==> src/rtl/mdio_slave_22_45_backend_if.sv <==
// Register-bus interface between the MDIO slave backend (master) and the
// register file it accesses (slave). Single-beat request/acknowledge transfers.
interface mdio_slave_22_45_backend_if;
    logic        bus_req;
    logic        bus_we;
    logic        bus_c45;
    logic [4:0]  bus_devad;
    logic [15:0] bus_addr;
    logic [15:0] bus_wdata;
    logic        bus_ack;
    logic [15:0] bus_rdata;

    modport master (
        output bus_req, bus_we, bus_c45, bus_devad, bus_addr, bus_wdata,
        input  bus_ack, bus_rdata
    );

    modport slave (
        input  bus_req, bus_we, bus_c45, bus_devad, bus_addr, bus_wdata,
        output bus_ack, bus_rdata
    );
endinterface

==> src/rtl/mdio_slave_22_45_backend.sv <==
// MDIO slave transaction backend: decodes Clause 22 / Clause 45 frames from
// the frontend and turns them into single-beat register-bus accesses, returning
// read data to the frontend before the turnaround.
// Optional feature macro: MDIO_BACKEND_C45_EN. When undefined, the C45 address
// register and C45 decode are removed; C45 reads answer 16'hFFFF without a bus
// access and C45 writes / address frames are ignored.
module mdio_slave_22_45_backend #(
    parameter int RD_TIMEOUT = 12
) (
    input  logic        clk_25m,
    input  logic        rst_n,
    input  logic        enable,
    input  logic [31:0] rx_data,
    input  logic        info_done,
    input  logic        data_done,
    output logic [15:0] resp_rdata,
    output logic        resp_ready,
    output logic        busy,
    output logic        timeout_err,
    mdio_slave_22_45_backend_if.master bus
);

    typedef enum logic [2:0] {
        S_IDLE,
        S_RD_REQ,
        S_RESP,
        S_WR_WAIT,
        S_WR_REQ
    } state_e;

    // Frame kind latched at info_done. K_NULL_RD is a read that is answered
    // with all-ones without touching the bus (C45 read with C45 support off).
    typedef enum logic [2:0] {
        K_NONE,
        K_RD,
        K_PRI,
        K_WR,
        K_ADDR,
        K_NULL_RD
    } kind_e;

    localparam logic [3:0] TMO_LAST = 4'(RD_TIMEOUT - 1);

    state_e      state_q, state_d;
    kind_e       kind_q, kind_d;
    kind_e       dec_kind;
    logic        we_q, we_d;
    logic [4:0]  devad_q, devad_d;
    logic [15:0] wdata_q, wdata_d;
    logic [15:0] rdata_q, rdata_d;
    logic [3:0]  cnt_q, cnt_d;
    logic        tmo_q, tmo_d;
    logic        bus_req;
`ifdef MDIO_BACKEND_C45_EN
    logic        c45_q, c45_d;
    logic        dec_c45;
    logic [15:0] addr_q, addr_d;
`endif

    // PHYAD is pre-qualified by the frontend and the TA bits carry no meaning here.
    logic unused_rx_bits;
    assign unused_rx_bits = ^{rx_data[27:23], rx_data[17:16]};

    // Classify the incoming frame header from ST and OP.
    always_comb begin
        dec_kind = K_NONE;
`ifdef MDIO_BACKEND_C45_EN
        dec_c45  = (rx_data[31:30] == 2'b00);
`endif
        case (rx_data[31:30])
            2'b01: begin
                case (rx_data[29:28])
                    2'b01:   dec_kind = K_WR;
                    2'b10:   dec_kind = K_RD;
                    default: dec_kind = K_NONE;
                endcase
            end
            2'b00: begin
`ifdef MDIO_BACKEND_C45_EN
                case (rx_data[29:28])
                    2'b00:   dec_kind = K_ADDR;
                    2'b01:   dec_kind = K_WR;
                    2'b11:   dec_kind = K_RD;
                    default: dec_kind = K_PRI;
                endcase
`else
                if (rx_data[29]) dec_kind = K_NULL_RD;
`endif
            end
            default: dec_kind = K_NONE;
        endcase
    end

    // Next-state and output logic of the transaction FSM.
    always_comb begin
        // NOTE: every variable gets a default first so no path leaves one
        // unassigned, which would otherwise infer a latch.
        state_d    = state_q;
        kind_d     = kind_q;
        we_d       = we_q;
        devad_d    = devad_q;
        wdata_d    = wdata_q;
        rdata_d    = rdata_q;
        cnt_d      = '0;
        tmo_d      = 1'b0;
        bus_req    = 1'b0;
        resp_ready = 1'b0;
`ifdef MDIO_BACKEND_C45_EN
        c45_d      = c45_q;
        addr_d     = addr_q;
`endif

        case (state_q)
            S_RD_REQ: begin
                if (kind_q == K_NULL_RD) begin
                    rdata_d = 16'hFFFF;
                    state_d = S_RESP;
                end else begin
                    bus_req = 1'b1;
                    if (bus.bus_ack) begin
                        rdata_d = bus.bus_rdata;
                        state_d = S_RESP;
                    end else if (cnt_q == TMO_LAST) begin
                        rdata_d = 16'hFFFF;
                        tmo_d   = 1'b1;
                        state_d = S_RESP;
                    end else begin
                        cnt_d = cnt_q + 4'd1;
                    end
                end
            end
            S_RESP: begin
                resp_ready = 1'b1;
`ifdef MDIO_BACKEND_C45_EN
                if (kind_q == K_PRI) addr_d = addr_q + 16'd1;
`endif
                state_d = S_IDLE;
            end
            S_WR_WAIT: begin
                if (data_done) begin
`ifdef MDIO_BACKEND_C45_EN
                    if (kind_q == K_ADDR) begin
                        addr_d  = rx_data[15:0];
                        state_d = S_IDLE;
                    end else begin
                        wdata_d = rx_data[15:0];
                        state_d = S_WR_REQ;
                    end
`else
                    wdata_d = rx_data[15:0];
                    state_d = S_WR_REQ;
`endif
                end
            end
            S_WR_REQ: begin
                bus_req = 1'b1;
                if (bus.bus_ack) begin
                    state_d = S_IDLE;
                end else if (cnt_q == TMO_LAST) begin
                    tmo_d   = 1'b1;
                    state_d = S_IDLE;
                end else begin
                    cnt_d = cnt_q + 4'd1;
                end
            end
            default: ;
        endcase

        // A header in IDLE starts a frame; in WR_WAIT it aborts the pending one.
        if (info_done && (state_q == S_IDLE || state_q == S_WR_WAIT)) begin
            if (dec_kind == K_NONE) begin
                state_d = S_IDLE;
            end else begin
                kind_d  = dec_kind;
                we_d    = (dec_kind == K_WR);
                devad_d = rx_data[22:18];
`ifdef MDIO_BACKEND_C45_EN
                c45_d   = dec_c45;
`endif
                state_d = (dec_kind == K_WR || dec_kind == K_ADDR) ? S_WR_WAIT : S_RD_REQ;
            end
        end

        // Synchronous clear returns every register to its reset value.
        if (!enable) begin
            state_d = S_IDLE;
            kind_d  = K_NONE;
            we_d    = 1'b0;
            devad_d = '0;
            wdata_d = '0;
            rdata_d = '0;
            cnt_d   = '0;
            tmo_d   = 1'b0;
`ifdef MDIO_BACKEND_C45_EN
            c45_d   = 1'b0;
            addr_d  = '0;
`endif
        end
    end

    // State and datapath registers.
    always_ff @(posedge clk_25m or negedge rst_n) begin
        if (!rst_n) begin
            state_q <= S_IDLE;
            kind_q  <= K_NONE;
            we_q    <= 1'b0;
            devad_q <= '0;
            wdata_q <= '0;
            rdata_q <= '0;
            cnt_q   <= '0;
            tmo_q   <= 1'b0;
`ifdef MDIO_BACKEND_C45_EN
            c45_q   <= 1'b0;
            addr_q  <= '0;
`endif
        end else begin
            // NOTE: non-blocking assignments so every register samples the
            // pre-edge values computed by the combinational block.
            state_q <= state_d;
            kind_q  <= kind_d;
            we_q    <= we_d;
            devad_q <= devad_d;
            wdata_q <= wdata_d;
            rdata_q <= rdata_d;
            cnt_q   <= cnt_d;
            tmo_q   <= tmo_d;
`ifdef MDIO_BACKEND_C45_EN
            c45_q   <= c45_d;
            addr_q  <= addr_d;
`endif
        end
    end

    assign resp_rdata     = rdata_q;
    assign busy           = (state_q != S_IDLE);
    assign timeout_err    = tmo_q;
    assign bus.bus_req    = bus_req;
    assign bus.bus_we     = we_q;
    assign bus.bus_devad  = devad_q;
    assign bus.bus_wdata  = wdata_q;
`ifdef MDIO_BACKEND_C45_EN
    assign bus.bus_c45    = c45_q;
    assign bus.bus_addr   = c45_q ? addr_q : 16'h0000;
`else
    assign bus.bus_c45    = 1'b0;
    assign bus.bus_addr   = 16'h0000;
`endif

endmodule

==> src/flat_wrapper.sv <==
// flat-port wrapper written by rule: the top's interface ports become plain ports
module mdio_slave_22_45_backend_flat 
#(
    parameter int RD_TIMEOUT = 12
)
  (clk_25m, rst_n, enable, rx_data, info_done, data_done, resp_rdata, resp_ready, busy, timeout_err, bus_bus_req, bus_bus_we, bus_bus_c45, bus_bus_devad, bus_bus_addr, bus_bus_wdata, bus_bus_ack, bus_bus_rdata);
  mdio_slave_22_45_backend_if bus_i ();
  input  logic clk_25m;
  input  logic rst_n;
  input  logic enable;
  input  logic [31:0] rx_data;
  input  logic info_done;
  input  logic data_done;
  output logic [15:0] resp_rdata;
  output logic resp_ready;
  output logic busy;
  output logic timeout_err;
  output wire logic [$bits(bus_i.bus_req)-1:0] bus_bus_req;
  output wire logic [$bits(bus_i.bus_we)-1:0] bus_bus_we;
  output wire logic [$bits(bus_i.bus_c45)-1:0] bus_bus_c45;
  output wire logic [$bits(bus_i.bus_devad)-1:0] bus_bus_devad;
  output wire logic [$bits(bus_i.bus_addr)-1:0] bus_bus_addr;
  output wire logic [$bits(bus_i.bus_wdata)-1:0] bus_bus_wdata;
  input wire logic [$bits(bus_i.bus_ack)-1:0] bus_bus_ack;
  input wire logic [$bits(bus_i.bus_rdata)-1:0] bus_bus_rdata;
  assign bus_bus_req = bus_i.bus_req;
  assign bus_bus_we = bus_i.bus_we;
  assign bus_bus_c45 = bus_i.bus_c45;
  assign bus_bus_devad = bus_i.bus_devad;
  assign bus_bus_addr = bus_i.bus_addr;
  assign bus_bus_wdata = bus_i.bus_wdata;
  assign bus_i.bus_ack = bus_bus_ack;
  assign bus_i.bus_rdata = bus_bus_rdata;
  mdio_slave_22_45_backend #(.RD_TIMEOUT(RD_TIMEOUT)) u_core (.clk_25m(clk_25m), .rst_n(rst_n), .enable(enable), .rx_data(rx_data), .info_done(info_done), .data_done(data_done), .resp_rdata(resp_rdata), .resp_ready(resp_ready), .busy(busy), .timeout_err(timeout_err), .bus(bus_i));
endmodule
==> config.mk <==
export PLATFORM = sky130hd
export DESIGN_NAME = mdio_slave_22_45_backend_flat
export DESIGN_NICKNAME = d
export VERILOG_FILES = /design/src/rtl/mdio_slave_22_45_backend_if.sv /design/src/rtl/mdio_slave_22_45_backend.sv /design/src/flat_wrapper.sv
export SDC_FILE = /design/constraint.sdc
export NUM_CORES = 1
export LEC_CHECK = 0
export ABC_AREA = 1
export CORE_UTILIZATION = 33
export DETAILED_ROUTE_END_ITERATION = 16
export PLACE_DENSITY = 0.75
export SLEW_MARGIN = 5
export SYNTH_ARGS = -nofsm -noshare
export SYNTH_HDL_FRONTEND = slang
export SYNTH_SLANG_ARGS = --single-unit
==> constraint.sdc <==
create_clock -name clk_25m -period 3.15 [get_ports clk_25m]
set_input_delay 0.63 -clock clk_25m [delete_from_list [all_inputs] [get_ports clk_25m]]
set_output_delay 0.63 -clock clk_25m [all_outputs]
set_load 0.05 [all_outputs]
### Yosys cells after proc, flatten, opt, wreduce, memory -nomap -nowiden

Index checks and enable logic that the tools add are counted.

* bits in registers: 49
* bits of input ports: 54
* output and inout bits: 59
* logic and storage cells: 85

* $add $sub $neg: 1
* equal/unequal tests: 21
* multiplexer cells: 44
* reduce and logical (&&, ||, !) cells: 11

Operator list (count)
* $mux 16: 8
* $mux 3: 13
* $mux 4: 4
* $mux 5: 3
* $pmux 3 s4: 1
* $eq 3x2->1 const B: 3
* $eq 3x3->1 const B: 3
* $mux 1: 9
* $ne 2x1->1 const B: 4
* $pmux 4 s2: 1
* $logic_not 3->1: 2
* $ne 6x1->1 const B: 1
* $ne 6x3->1 const B: 1
* $pmux 3 s2: 1
* $reduce_and 2->1: 3
* $ne 5x3->1 const B: 1
* $add 4x1->4 const B: 1
* $eq 2x1->1 const B: 2
* $eq 4x4->1 const B: 1
* $ne 4x1->1 const B: 1
* $ne 4x4->1 const B: 1
* $pmux 1 s2: 2
* $pmux 2 s2: 1
* $reduce_and 4->1: 1
* 8 further kinds: 9

### Depth between registers and ports, before layout

* depth after elaboration: 9
* mapped depth: 9
* depth with buffers taken out: 9

### Worst setup path after synthesis

No wires, ideal clock.

* kind: reg2out
* from: reg u_core.state_q[2]
* to: out resp_ready
* arrival time: 1.195 ns
* data required time: 2.520 ns
* setup slack: 1.325 ns
* cell stages (with the launch flop): 4
* buffers on the path: 0
* cells stage by stage: dfrtp_1 inv_1 nand2_1 nor2_1

* cells in the longest elaborated chain, start to end: 2

Ends and longest elaborated chain
* start: declaration: line mdio_slave_22_45_backend.sv:44 `state_e state_q, state_d;`
* start signal: assignment: line mdio_slave_22_45_backend.sv:219 `state_q <= state_d;`
* $eq 3x2->1: line mdio_slave_22_45_backend.sv:113 `case (state_q)`
* $mux 1: line mdio_slave_22_45_backend.sv:113
* end: declaration: line flat_wrapper.sv:15 `output logic resp_ready;`

Every way passes these cells.

### Worst setup path in the final report

* from: reg u_core.state_q[1]
* to: out bus_bus_req

* cells in the longest elaborated chain, start to end: 2

Ends and longest elaborated chain
* $eq 3x3->1 or $eq 3x1->1 (tied branches): line mdio_slave_22_45_backend.sv:113
* $pmux 1 s2 (*): line mdio_slave_22_45_backend.sv:113
* end: declaration: line flat_wrapper.sv:18 `output wire logic [$bits(bus_i.bus_req)-1:0] bus_bus_req;`

Every way passes the cells marked *; elsewhere a longest branch is shown, timed or not.

==> results.sh <==
export IMPL_status="finished, final reports clean"
export IMPL_clk_latency_ns=0.29
export IMPL_synth_area_sq_mm=0.00240
export IMPL_numClockSinks=49
export IMPL_r2r_start="u_core.cnt_q[0]"
export IMPL_setup_tns_final_ns=0
export IMPL_final_cell_mix="nand2_1 (88), clkdlybuf4s50_1 (86), dfrtp_1 (49)"
export IMPL_ant_nets=0
export IMPL_area_growth_pct=39.6
export IMPL_cts_tree="done"
export IMPL_wl_mm=5.65
export IMPL_clock_fmax_mhz=363
export IMPL_grt_pass1_vias=2040
export IMPL_layout_commonest_cell="nand2_1"
export IMPL_port_buffers=88
export IMPL_period_needed_ns=2.76
export IMPL_slew_headroom_pct=27.9
export IMPL_rows=30
export IMPL_rsz0062_at_grt="no"
export IMPL_grtUsageTotal_pct=15.8
export IMPL_r2r_cells=8
export IMPL_grt_max_degree=50
export IMPL_initial_utilization_pct=34.7
export IMPL_root_buffer="clkbuf_8"
export IMPL_fill_cells=678
export IMPL_dp_hpwl_mm=4.12
export IMPL_drt_wirelength_per_cell_microns=12.0
export IMPL_crit_path_start_kind="flop"
export IMPL_drc=0
export IMPL_final_core_util_pct=48.4
export IMPL_yosysTopAreaCell="dfrtp_1"
export IMPL_crit_arrival_ns=2.13
export IMPL_path_class="flop to primary output"
export IMPL_path_clk_slew_ns=0.08
export IMPL_crit_fanout=6
export IMPL_power_density_mw_per_mm2=480
export IMPL_yosysWarnings=0
export IMPL_postCtsHoldBufs=0
export IMPL_crit_end="bus_bus_req"
export IMPL_antenna_found_initial=0
export IMPL_drv_slew=0
export IMPL_drive_gt1_share_pct=4.80
export IMPL_die_y_microns=87.2
export IMPL_clock_path_buffers=2
export IMPL_worstHoldPathType="flop to flop"
export IMPL_cts_resized_gates=0
export IMPL_grt_overflow=0
export IMPL_die_w_microns=87.2
export IMPL_layout_nets=431
export IMPL_post_cts_buffers=0
export IMPL_cp_required_ns=2.52
export IMPL_min_period_over_period_pct=87.6
export IMPL_critPathLaunch="u_core.state_q[1]"
export IMPL_syn_inst=292
export IMPL_htree_levels=2
export IMPL_gp_congestion=0.847
export IMPL_p_leak_uw=0.00155
export IMPL_avgSynthCellArea_sq_um=8.21
export IMPL_finalSetupViolCount=0
export IMPL_critPathCaptureType="primary output"
export IMPL_grt_pass1_wl_mm=9.45
export IMPL_core_area_sq_mm=0.00691
export IMPL_vias=2125
export IMPL_clock_skew_ns=0.00355
export IMPL_synth_top_area_share_pct=51.1
export IMPL_drtIter0Drc=79
export IMPL_reg2reg_slack_ns=1.25
export IMPL_dr_pass1_iters=4
export IMPL_dieArea_sq_mm=0.00761
export IMPL_cap_violations=0
export IMPL_yosysUniqueCellTypes=27
export IMPL_seq_area_frac_synth_pct=51.1
export IMPL_ys_ff_latch=49
export IMPL_io_pins=113
export IMPL_finalHoldViolCount=0
export IMPL_worstReg2RegEnd="u_core.resp_rdata[5]"
export IMPL_numCtsBuffers=5
export IMPL_num_antenna_cells=0
export IMPL_worstMarginPinSlew_ns=1.08
export IMPL_drt_vias_per_instance=4.51
export IMPL_synth_area_leaders="dfrtp_1 (51%), nand2_1 (14%), buf_4 (5.6%), nand3_1 (4.8%), o21ai_0 (4.8%)"
export IMPL_ir_drop_mv=0.199
-- critical path: stages (launching register included) --
cell and delay [ns]:
dfrtp_1 0.44, nor2_1 0.14, nand2_1 0.14, nand2_1 0.12, nand2_1 0.11, inv_1 0.09, clkdlybuf4s50_1 0.80
-- Yosys cell counts (all sizes together) --
| library cell | instances |
|---|---|
| a21oi | 9 |
| buf | 25 |
| clkbuf | 4 |
| conb | 1 |
| dfrtp | 49 |
| ha | 2 |
| inv | 15 |
| nand2 | 92 |
| nand3 | 23 |
| nand3b | 1 |
| nand4 | 2 |
| nor2 | 20 |
| nor3 | 3 |
| nor4 | 1 |
| o21ai | 43 |
| xnor2 | 1 |
| xor2 | 1 |
-- registers in the layout (all words and copies together) (netlist names) --
signal	cells
u_core.bus.bus_wdata	16
u_core.resp_rdata	16
u_core.cnt_q	4
u_core.bus.bus_devad	5
u_core.timeout_err	1
u_core.kind_q	3
u_core.state_q	3
u_core.bus.bus_we	1
-- kinds of logic (layout without fill, tap and decap cells) --
| family | after synthesis | count (layout) | share of synthesized area (%) |
|---|---|---|---|
| simple gates | 142 | 142 | 24.9 |
| flops | 49 | 49 | 51.1 |
| compound gates | 52 | 52 | 11.5 |
| xor+xnor | 2 | 2 | 0.731 |
| fa+ha+maj | 2 | 2 | 1.04 |
| buf+inv | 44 | 111 | 10.5 |
| other cells | 1 | 17 | 0.156 |
-- how the worst min path moves through the flow --
stage                     startpoint  cells past startpoint                      end
CTS                 u_core.kind_q[0]                      2         u_core.kind_q[0]
detailed placement  u_core.kind_q[0]                      2         u_core.kind_q[0]
finish              u_core.kind_q[0]                      2         u_core.kind_q[0]
global route        u_core.kind_q[0]                      2         u_core.kind_q[0]
global placement    u_core.kind_q[0]                      2         u_core.kind_q[0]
floorplan                      rst_n                      0  u_core.bus.bus_devad[0]
-- metrics by stage --
step	hold slack, ns	total power (uW)	cell area, sq um	worst slack, ns	std cells
CTS	0.480	1620	3350	0.366	471
floorplan	0.334	1080	2460	1.32	308
global placement	0.456	1250	3260	0.754	464
global route	0.496	1700	3350	0.231	471
finish	0.476	1610	3350	0.392	471
detailed placement	0.459	1260	3260	0.698	464
-- report_power, final --
| group | switching (uW) | total (uW) | internal, uW |
|---|---|---|---|
| registers | 29.7 | 703 | 674 |
| logic | 364 | 539 | 175 |
| clock network | 190 | 365 | 174 |
| total | 583 | 1610 | 1020 |
-- metal layers --
layer	up-vias	routed length, microns	GRT usage, %
li1	1075	-	-
met1	975	2440	19.4
met2	68	2810	26.6
met3	7	341	4.45
met4	0	55	5.51
met5	-	0	0
-- area by class of cell --
cell class | instances | area, sq um | area share, %
multi-input combinational | 215 | 978 | 29.2
timing repair buffer | 89 | 878 | 26.3
sequential | 49 | 1230 | 36.6
clock buffer | 7 | 86.3 | 2.58
inverter | 15 | 56.3 | 1.68
tap | 96 | 120 | 3.59
Note: power is estimated with default switching activity, not from simulation.
